$ cat src/rtl/uart_rx_frame.sv
// UART receive framer: start / DATA_WIDTH data bits LSB-first / optional parity / stop.
// Define UART_RX_MAJORITY_VOTE_EN to decide each bit by 3-sample majority around mid-bit.
module uart_rx_frame #(
    parameter int DATA_WIDTH = 8
) (
    input  logic                  CLK,
    input  logic                  RST,
    input  logic                  RX_IN,
    input  logic [5:0]            PRESCALE,
    input  logic                  PAR_EN,
    input  logic                  PAR_TYP,
    output logic [DATA_WIDTH-1:0] P_DATA,
    output logic                  data_valid,
    output logic                  par_err,
    output logic                  stp_err
);

    localparam int BCW = $clog2(DATA_WIDTH + 4);

    typedef enum logic [2:0] {
        IDLE,
        START,
        DATA,
        PARITY,
        STOP
    } state_t;

    state_t                  state_reg, state_next;
    logic [5:0]              edge_cnt_reg, edge_cnt_next;
    logic [BCW-1:0]          bit_cnt_reg, bit_cnt_next;

    logic [5:0]              p_reg;
    logic                    par_en_reg;
    logic                    par_typ_reg;
    logic [DATA_WIDTH-1:0]   shift_reg;
    logic [DATA_WIDTH-1:0]   shift_next;
    logic                    par_bit_reg;
    logic                    stop_bit_reg;
    logic [DATA_WIDTH-1:0]   p_data_reg;
    logic                    data_valid_reg;
    logic                    par_err_reg;
    logic                    stp_err_reg;

    logic [5:0]              half;
    logic                    wrap;
    logic                    sample_now;
    logic                    bit_val;
    logic                    latch_cfg;
    logic                    shift_en;
    logic                    par_cap;
    logic                    stop_cap;
    logic                    frame_done;
    logic                    parity_bad;
    logic [5:0]              prescale_legal;

    assign half = {1'b0, p_reg[5:1]};
    assign wrap = (edge_cnt_reg == (p_reg - 6'd1));

    assign prescale_legal = ((PRESCALE == 6'd8) || (PRESCALE == 6'd16) || (PRESCALE == 6'd32))
                          ? PRESCALE : 6'd8;

`ifdef UART_RX_MAJORITY_VOTE_EN
    // Samples at P/2-1 and P/2 are held; the third comes straight from the line at P/2+1.
    logic [1:0] early_reg;

    always_ff @(posedge CLK) begin
        if (RST) begin
            early_reg <= 2'b00;
        end else begin
            if (edge_cnt_reg == (half - 6'd1))
                early_reg[0] <= RX_IN;
            if (edge_cnt_reg == half)
                early_reg[1] <= RX_IN;
        end
    end

    assign sample_now = (state_reg != IDLE) && (edge_cnt_reg == (half + 6'd1));
    assign bit_val    = (early_reg[0] & early_reg[1]) |
                        (early_reg[0] & RX_IN) |
                        (early_reg[1] & RX_IN);
`else
    assign sample_now = (state_reg != IDLE) && (edge_cnt_reg == half);
    assign bit_val    = RX_IN;
`endif

    // Right shift so the first data bit received lands in bit 0.
    genvar gi;
    generate
        for (gi = 0; gi < DATA_WIDTH - 1; gi++) begin : g_shift
            assign shift_next[gi] = shift_reg[gi+1];
        end
    endgenerate
    assign shift_next[DATA_WIDTH-1] = bit_val;

    always_ff @(posedge CLK) begin
        if (RST) begin
            state_reg    <= IDLE;
            edge_cnt_reg <= 6'd0;
            bit_cnt_reg  <= '0;
        end else begin
            state_reg    <= state_next;
            edge_cnt_reg <= edge_cnt_next;
            bit_cnt_reg  <= bit_cnt_next;
        end
    end

    always_comb begin
        state_next    = state_reg;
        edge_cnt_next = edge_cnt_reg;
        bit_cnt_next  = bit_cnt_reg;
        latch_cfg     = 1'b0;
        shift_en      = 1'b0;
        par_cap       = 1'b0;
        stop_cap      = 1'b0;
        frame_done    = 1'b0;

        if (state_reg == IDLE) begin
            edge_cnt_next = 6'd0;
            bit_cnt_next  = '0;
            if (!RX_IN) begin
                // This edge is edge 0 of the start bit, so counting resumes at 1.
                state_next    = START;
                edge_cnt_next = 6'd1;
                latch_cfg     = 1'b1;
            end
        end else begin
            edge_cnt_next = wrap ? 6'd0 : edge_cnt_reg + 6'd1;
            if (wrap)
                bit_cnt_next = bit_cnt_reg + 1'b1;

            case (state_reg)
                START: begin
                    if (sample_now && bit_val) begin
                        state_next    = IDLE;
                        edge_cnt_next = 6'd0;
                        bit_cnt_next  = '0;
                    end else if (wrap) begin
                        state_next = DATA;
                    end
                end
                DATA: begin
                    shift_en = sample_now;
                    if (wrap && (bit_cnt_reg == BCW'(DATA_WIDTH)))
                        state_next = par_en_reg ? PARITY : STOP;
                end
                PARITY: begin
                    par_cap = sample_now;
                    if (wrap)
                        state_next = STOP;
                end
                STOP: begin
                    stop_cap = sample_now;
                    if (wrap) begin
                        state_next    = IDLE;
                        edge_cnt_next = 6'd0;
                        bit_cnt_next  = '0;
                        frame_done    = 1'b1;
                    end
                end
                default: begin
                    state_next    = IDLE;
                    edge_cnt_next = 6'd0;
                    bit_cnt_next  = '0;
                end
            endcase
        end
    end

    assign parity_bad = par_en_reg && (((^shift_reg) ^ par_typ_reg) != par_bit_reg);

    always_ff @(posedge CLK) begin
        if (RST) begin
            p_reg          <= 6'd8;
            par_en_reg     <= 1'b0;
            par_typ_reg    <= 1'b0;
            shift_reg      <= '0;
            par_bit_reg    <= 1'b0;
            stop_bit_reg   <= 1'b1;
            p_data_reg     <= '0;
            data_valid_reg <= 1'b0;
            par_err_reg    <= 1'b0;
            stp_err_reg    <= 1'b0;
        end else begin
            data_valid_reg <= 1'b0;
            par_err_reg    <= 1'b0;
            stp_err_reg    <= 1'b0;

            if (latch_cfg) begin
                p_reg       <= prescale_legal;
                par_en_reg  <= PAR_EN;
                par_typ_reg <= PAR_TYP;
            end
            if (shift_en)
                shift_reg <= shift_next;
            if (par_cap)
                par_bit_reg <= bit_val;
            if (stop_cap)
                stop_bit_reg <= bit_val;

            if (frame_done) begin
                par_err_reg <= parity_bad;
                stp_err_reg <= !stop_bit_reg;
                if (!parity_bad && stop_bit_reg) begin
                    data_valid_reg <= 1'b1;
                    p_data_reg     <= shift_reg;
                end
            end
        end
    end

    assign P_DATA     = p_data_reg;
    assign data_valid = data_valid_reg;
    assign par_err    = par_err_reg;
    assign stp_err    = stp_err_reg;

endmodule

$ cat config.mk
export PLATFORM = sky130hd
export DESIGN_NAME = uart_rx_frame
export DESIGN_NICKNAME = d
export VERILOG_FILES = /design/src/rtl/uart_rx_frame.sv
export SDC_FILE = /design/constraint.sdc
export NUM_CORES = 1
export LEC_CHECK = 0
export CORE_ASPECT_RATIO = 0.75
export CORE_MARGIN = 2
export CORE_UTILIZATION = 56
export DETAILED_ROUTE_END_ITERATION = 10
export HOLD_SLACK_MARGIN = 0.12
export PLACE_DENSITY_LB_ADDON = 0.05
export SYNTH_ARGS = -nofsm -noshare
export SYNTH_HDL_FRONTEND = slang
export SYNTH_SLANG_ARGS = --single-unit
$ cat constraint.sdc
create_clock -name CLK -period 3.2 [get_ports CLK]
set_clock_uncertainty 0.1 [all_clocks]
set_input_delay 0.48 -clock CLK [delete_from_list [all_inputs] [get_ports CLK]]
set_output_delay 0.48 -clock CLK [all_outputs]
set_load 0.03 [all_outputs]
==> results of run 1 <==
## through the flow
step	area (µm²)	cells	power (mW)	utilization
3_3_place_gp	2336	293	0.6784	0.6465
5_1_grt	2445	301	1.123	0.6766
4_1_cts	2445	301	1.089	0.6766
2_1_floorplan	2074	227	0.6417	-
6_report	2445	301	1.087	0.6766
3_5_place_dp	2336	293	0.6822	0.6465
## logic make-up after synthesis
kind of cell             count (synthesis)
AND/OR/NAND/NOR                         86
AO/OA/AOI/OAI                           30
flip-flops                              42
adder cells (fa/ha/maj)                  5
multiplexers                            18
XOR/XNOR                                25
buffers and inverters                   21
## layout make-up
class	instances	area (µm²)
Fill cell	290	1169
Multi-Input combinational cell	164	1152
Sequential cell	42	840.8
Timing Repair Buffer	25	240.2
Clock buffer	5	68.82
Tap cell	52	65.06
Clock inverter	3	40.04
Inverter	10	37.54
## cell usage in the layout (no fill, tap or decap), drive strengths merged, types with 2 or more instances in the layout
| master | count |
|---|---|
| a211oi | 2 |
| a21boi | 2 |
| a21oi | 4 |
| buf | 4 |
| clkbuf | 5 |
| clkdlybuf4s50 | 21 |
| clkinv | 2 |
| dfxtp | 42 |
| ha | 5 |
| inv | 10 |
| mux2i | 18 |
| nand2 | 15 |
| nand2b | 2 |
| nand3 | 6 |
| nand4 | 3 |
| nand4b | 3 |
| nor2 | 32 |
| nor3 | 11 |
| nor3b | 3 |
| o211ai | 2 |
| o21ai | 4 |
| o31ai | 2 |
| o32ai | 2 |
| or4 | 3 |
| xnor2 | 16 |
| xor2 | 8 |
## how the worst max path moves through the flow
stage | slack (ps) | start | depth (start not counted) | end
finish | 530 | p_reg[0] | 8 | P_DATA[1]
global route | 310 | p_reg[0] | 8 | P_DATA[0]
CTS | 510 | p_reg[0] | 8 | P_DATA[1]
detailed placement | 540 | p_reg[0] | 8 | P_DATA[1]
global placement | 670 | p_reg[0] | 8 | P_DATA[7]
floorplan | 830 | p_reg[0] | 8 | P_DATA[7]
## report_power, final
part           switching [mW]  internal [mW]  leakage, nW  total (mW)
clock network           0.185          0.230       0.0579       0.415
registers              0.0158          0.532        0.339       0.547
logic                  0.0738         0.0515        0.458       0.125
## routing by layer
layer / routed length, µm / vias to the layer above / track usage / part of all wire
li1: - / 832 / - / -
met1: 2018 / 796 / 0.3009 / 0.48
met2: 1968 / 44 / 0.3571 / 0.46
met3: 210 / 6 / 0.05206 / 0.050
met4: 36 / 0 / 0.06633 / 0.0085
met5: 0 / - / 0 / 0
==> out/qor.yml, run 1 <==
floorplanning:
  core_um2: 3613
  num_rows: 19
  initial_core_util: 0.5741
  dieArea_um2: 4212
  die_y_um: 56.71
  dieWidth_um: 74.28
  io_pins: 22
global_routing:
  grt_max_degree: 37
  grt_pass1_wl_mm: 7.327
  grt_overflow_total: 0
  grt_pass1_vias: 1641
  grt.total_usage: 0.2238
  grt_antenna_before_repair: 0
layout:
  area_growth_pct: 17.85
  insertedDiodeCount: 0
  layout.nets: 264
  final_layout_size_suffix_gt1_frac: 0.08032
placement:
  place.port_buffers: 21
  dpl_worst_slack_ps: 542.3
  dpl.hpwl_mm: 3.036
  gp_congestion: 0.8666
setup_path:
  crit_fanout: 8
  cp.arrival_ps: 2750
  worstReg2RegEnd: "P_DATA[1]"
  crit_slowest_cell: "a2111oi_4"
  r2r_slack_ps: 530
  cp-start-kind: "register"
  rr_worst_depth: 8
  path_cells: "inv_1 > ha_1 > o21ba_1 > a221oi_1 > a41oi_1 > a2111oi_4 > mux2i_1 > nor2_1"
  critPathCaptureType: "register"
  cp.buffers_inverters: 1
  worstReg2RegStart: "p_reg[0]"
  cp_top_family: "compound AO/OA/AOI/OAI gates"
  cpPeakStageDelay_ps: 750
  cp_data_required_time_ps: 3280
  crit_type: "register to register"
clock_network:
  cts_buffers: 5
  cts_root_buffer: "clkbuf_8"
  h-tree-depth: 2
  clkSlewWorstSetupHoldPaths_ps: 80
  clock_latency_ps: 300
  hold_buffers: 0
  cts_tree: "yes"
  cts-resized-gates: 0
  clkSinkCount: 42
  clockBufferDepth: 2
  post-cts-setup-buffer-count: 0
sta:
  worst_slack_ps: 528.0
  setup_viol: 0
  tns_ps: 0
  rsz0062_at_grt: "no"
  post-route-period-util: 0.8350
  hold_violations: 0
  worst_hold_slack_ps: 368.1
  fmax_ghz: 0.3743
  worst_slew_pin_slew_ps: 788.3
  slew_violations: 0
  relSlewSlack: 0.4745
  finalCriticalPeriod_ps: 2672
logic_synthesis:
  synth_warnings: 0
  syn_nets: 243
  ys_ff_latch: 42
  synth_edf_count: 0
  ys_types: 50
  synth_compound_area_frac: 0.1188
  netlist_area_um2: 2074
  synth_top_family_by_area: "simple AND/OR/NAND/NOR gates"
  synth-xor-area-share: 0.1122
  postSynthAreaPerCell_um2: 9.139
  synthArstFlopShare: 0
  synth_top_cell_area_share: 0.4053
  synthTopCellsByArea: "dfxtp_1, mux2i_1, xnor2_1"
  synthAdderAreaFrac: 0.03016
  seq_area_frac_synth: 0.4053
  synth-simple-area-share: 0.2075
  synth_commonest_cells: "dfxtp_1, nor2_1, mux2i_1, xnor2_1, nand2_1"
  synth_top_area_cell: "dfxtp_1"
  postSynthCellCount: 227
  synthMuxAreaShare: 0.08685
  synthFlopType: "dfxtp_1"
  synthMostInstantiatedCell: "dfxtp_1"
min_path:
  hold_class: "register to register"
  min_from: "stop_bit_reg"
  holdPathEnd: "stp_err"
  worstHoldPathCells: 1
detailed_routing:
  drtIter0Drc: 83
  drc: 0
  ant_nets: 0
  wl_per_cell_um: 14.07
  vias: 1678
  first_pass_iters: 4
  routed_via_density: 5.575
  wl_mm: 4.234
run_status:
  status: "finished, final reports clean"
power_and_ir_drop:
  leakagePower_nw: 0.8550
  ir_drop_mv: 0.3495
  power_per_cell_area_nw_per_um2: 444.7
flow_run:
  maxCapViolCount: 0
No activity file was read; power rests on OpenSTA's default activity.
==> run 2: changes to the inputs <==
Settings changed: CORE_UTILIZATION 56 to 50.
Clock period 3.2 ns to 2.4 ns, I/O delays scaled along.
==> run 2 against run 1 <==
Non-clock buffer count up 7; critical endpoint is now bit_cnt_reg[0]; largest power group unchanged; critical path type unchanged; sequential power rose by 33%; clock power up 3%; via count increased by 0.42%; first-iteration DRC count grew 19%; power is 23% higher; maximum frequency increased by 17%; flip-flop and latch count is the same.
==> out/qor.yml, run 2 (synthesis results as in run 1) <==
run_status:
  status: "finished, final reports clean"
setup_path:
  worstReg2RegStart: "p_reg[1]"
  critPathCaptureType: "register"
  cp.arrival_ps: 2360
  crit_slowest_cell: "dfxtp_2"
  cp_common_cell: "inv_1"
  cpPeakStageDelay_ps: 370
  cp-start-kind: "register"
  worstReg2RegEnd: "bit_cnt_reg[0]"
  path_cells: "inv_1 > ha_2 > o21ba_1 > a221oi_2 > a41oi_2 > nor2_2 > inv_1 > ha_1 > inv_1 > a22oi_1 > nor2_1"
  cp.buffers_inverters: 3
  cp_top_family: "compound AO/OA/AOI/OAI gates"
  crit_type: "register to register"
  crit_fanout: 4
  r2r_slack_ps: 120
  cp_data_required_time_ps: 2480
  rr_worst_depth: 11
layout:
  insertedDiodeCount: 0
  stdcell_count: 310
  area_growth_pct: 20.57
  layout.nets: 271
  final_cell_mix: "dfxtp_1, nor2_1, clkdlybuf4s50_1"
  final_common_cell: "dfxtp_1"
  final_layout_size_suffix_gt1_frac: 0.1176
  design_area_um2: 2501
global_routing:
  grt_antenna_before_repair: 0
  grt_max_degree: 36
  grt.total_usage: 0.1974
  grt_overflow_total: 0
  grt_pass1_wl_mm: 7.189
  grt_pass1_vias: 1596
detailed_routing:
  drc: 0
  ant_nets: 0
  vias: 1685
  drtIter0Drc: 99
  routed_via_density: 5.435
  first_pass_iters: 4
  wl_mm: 4.305
  wl_per_cell_um: 13.89
placement:
  gp_congestion: 0.8216
  postPlaceCellArea_um2: 2397
  place_inst: 302
  dpl.hpwl_mm: 3.097
  place.port_buffers: 21
power_and_ir_drop:
  power_per_cell_area_nw_per_um2: 536.3
  power_mw: 1.341
  ir_drop_mv: 0.3538
  leakagePower_nw: 0.8732
floorplanning:
  initial_core_util: 0.5149
  core_um2: 4029
  die_y_um: 59.79
  dieWidth_um: 78.38
  dieArea_um2: 4686
  num_rows: 20
  io_pins: 22
sta:
  post-route-period-util: 0.9496
  fmax_ghz: 0.4388
  hold_violations: 0
  relSlewSlack: 0.6515
  slew_violations: 0
  setup_viol: 0
  tns_ps: 0
  worst_slew_pin_slew_ps: 519.7
  finalCriticalPeriod_ps: 2279
clock_network:
  hold_buffers: 0
  clock_latency_ps: 300
  clkSinkCount: 42
  clkSlewWorstSetupHoldPaths_ps: 70
  clockBufferDepth: 2
  cts_buffers: 5
  h-tree-depth: 2
  cts_root_buffer: "clkbuf_8"
  cts_tree: "yes"
min_path:
  min_from: "par_typ_reg"
  hold_class: "register to register"
  holdPathEnd: "par_typ_reg"
  worstHoldPathCells: 2
flow_run:
  maxCapViolCount: 0
-- run 2: cell types whose count changed in the layout (fill, tap and decap cells not counted), sizes merged --
cell,before,now
buf,4,11
bufinv,1,0
clkbuf,5,7
clkinv,2,0
-- run 2: repair_timing --
item | CTS | global route
buffers inserted | 0 | 1
endpoints found under the setup margin | 0 | 15
gates resized for setup | 0 | 6
-- run 2: worst max-delay path by stage --
stage | startpoint | endpoint | slack, ps | depth (start not counted)
6_report | p_reg[1] | bit_cnt_reg[0] | 120 | 11
2_1_floorplan | p_reg[0] | P_DATA[7] | 30 | 8
5_1_grt | p_reg[0] | bit_cnt_reg[0] | -40 | 11
3_3_place_gp | shift_reg[5] | P_DATA[5] | 100 | 7
4_1_cts | p_reg[1] | bit_cnt_reg[0] | 2 | 11
3_5_place_dp | p_reg[1] | bit_cnt_reg[0] | 6 | 11
-- run 2: where the power goes --
group          total (mW)  leakage (nW)  internal, mW  switching [mW]
combinational       0.182         0.494        0.0805           0.101
clock               0.429        0.0383         0.200           0.229
sequential          0.730         0.341         0.709          0.0216
total                1.34         0.873         0.990           0.352
-- run 2: metrics by stage --
stage / hold WS (ps) / utilization / setup WS [ps]
4_1_cts: 383.5 / 0.6140 / 1.975
5_1_grt: 432.8 / 0.6208 / -35.28
3_5_place_dp: 366.7 / 0.5950 / 5.854
3_3_place_gp: 353.5 / 0.5950 / 97.06
6_report: 384.3 / 0.6208 / 121.0
2_1_floorplan: 322.5 / - / 30.87
-- run 2: cell type report --
cell class                      instances  area (µm²)
Tap cell                               55       68.82
Clock buffer                            7       76.32
Multi-Input combinational cell        164        1169
Inverter                               10       37.54
Timing Repair Buffer                   32       305.3
Sequential cell                        42       844.6
Fill cell                             346        1528
-- run 2: routing by layer --
layer,up-vias,part of all wire,global-route usage
li1,848,-,-
met1,794,0.48,0.2633
met2,36,0.46,0.3079
met3,7,0.040,0.04985
met4,0,0.016,0.08521
met5,-,0,0
-- run 2: tightest hold or removal path, delay by kind of cell, from the launching register on --
family           cells  cell delay (ps)
flip-flops           1              330
AND/OR/NAND/NOR      1               60
AO/OA/AOI/OAI        1               60
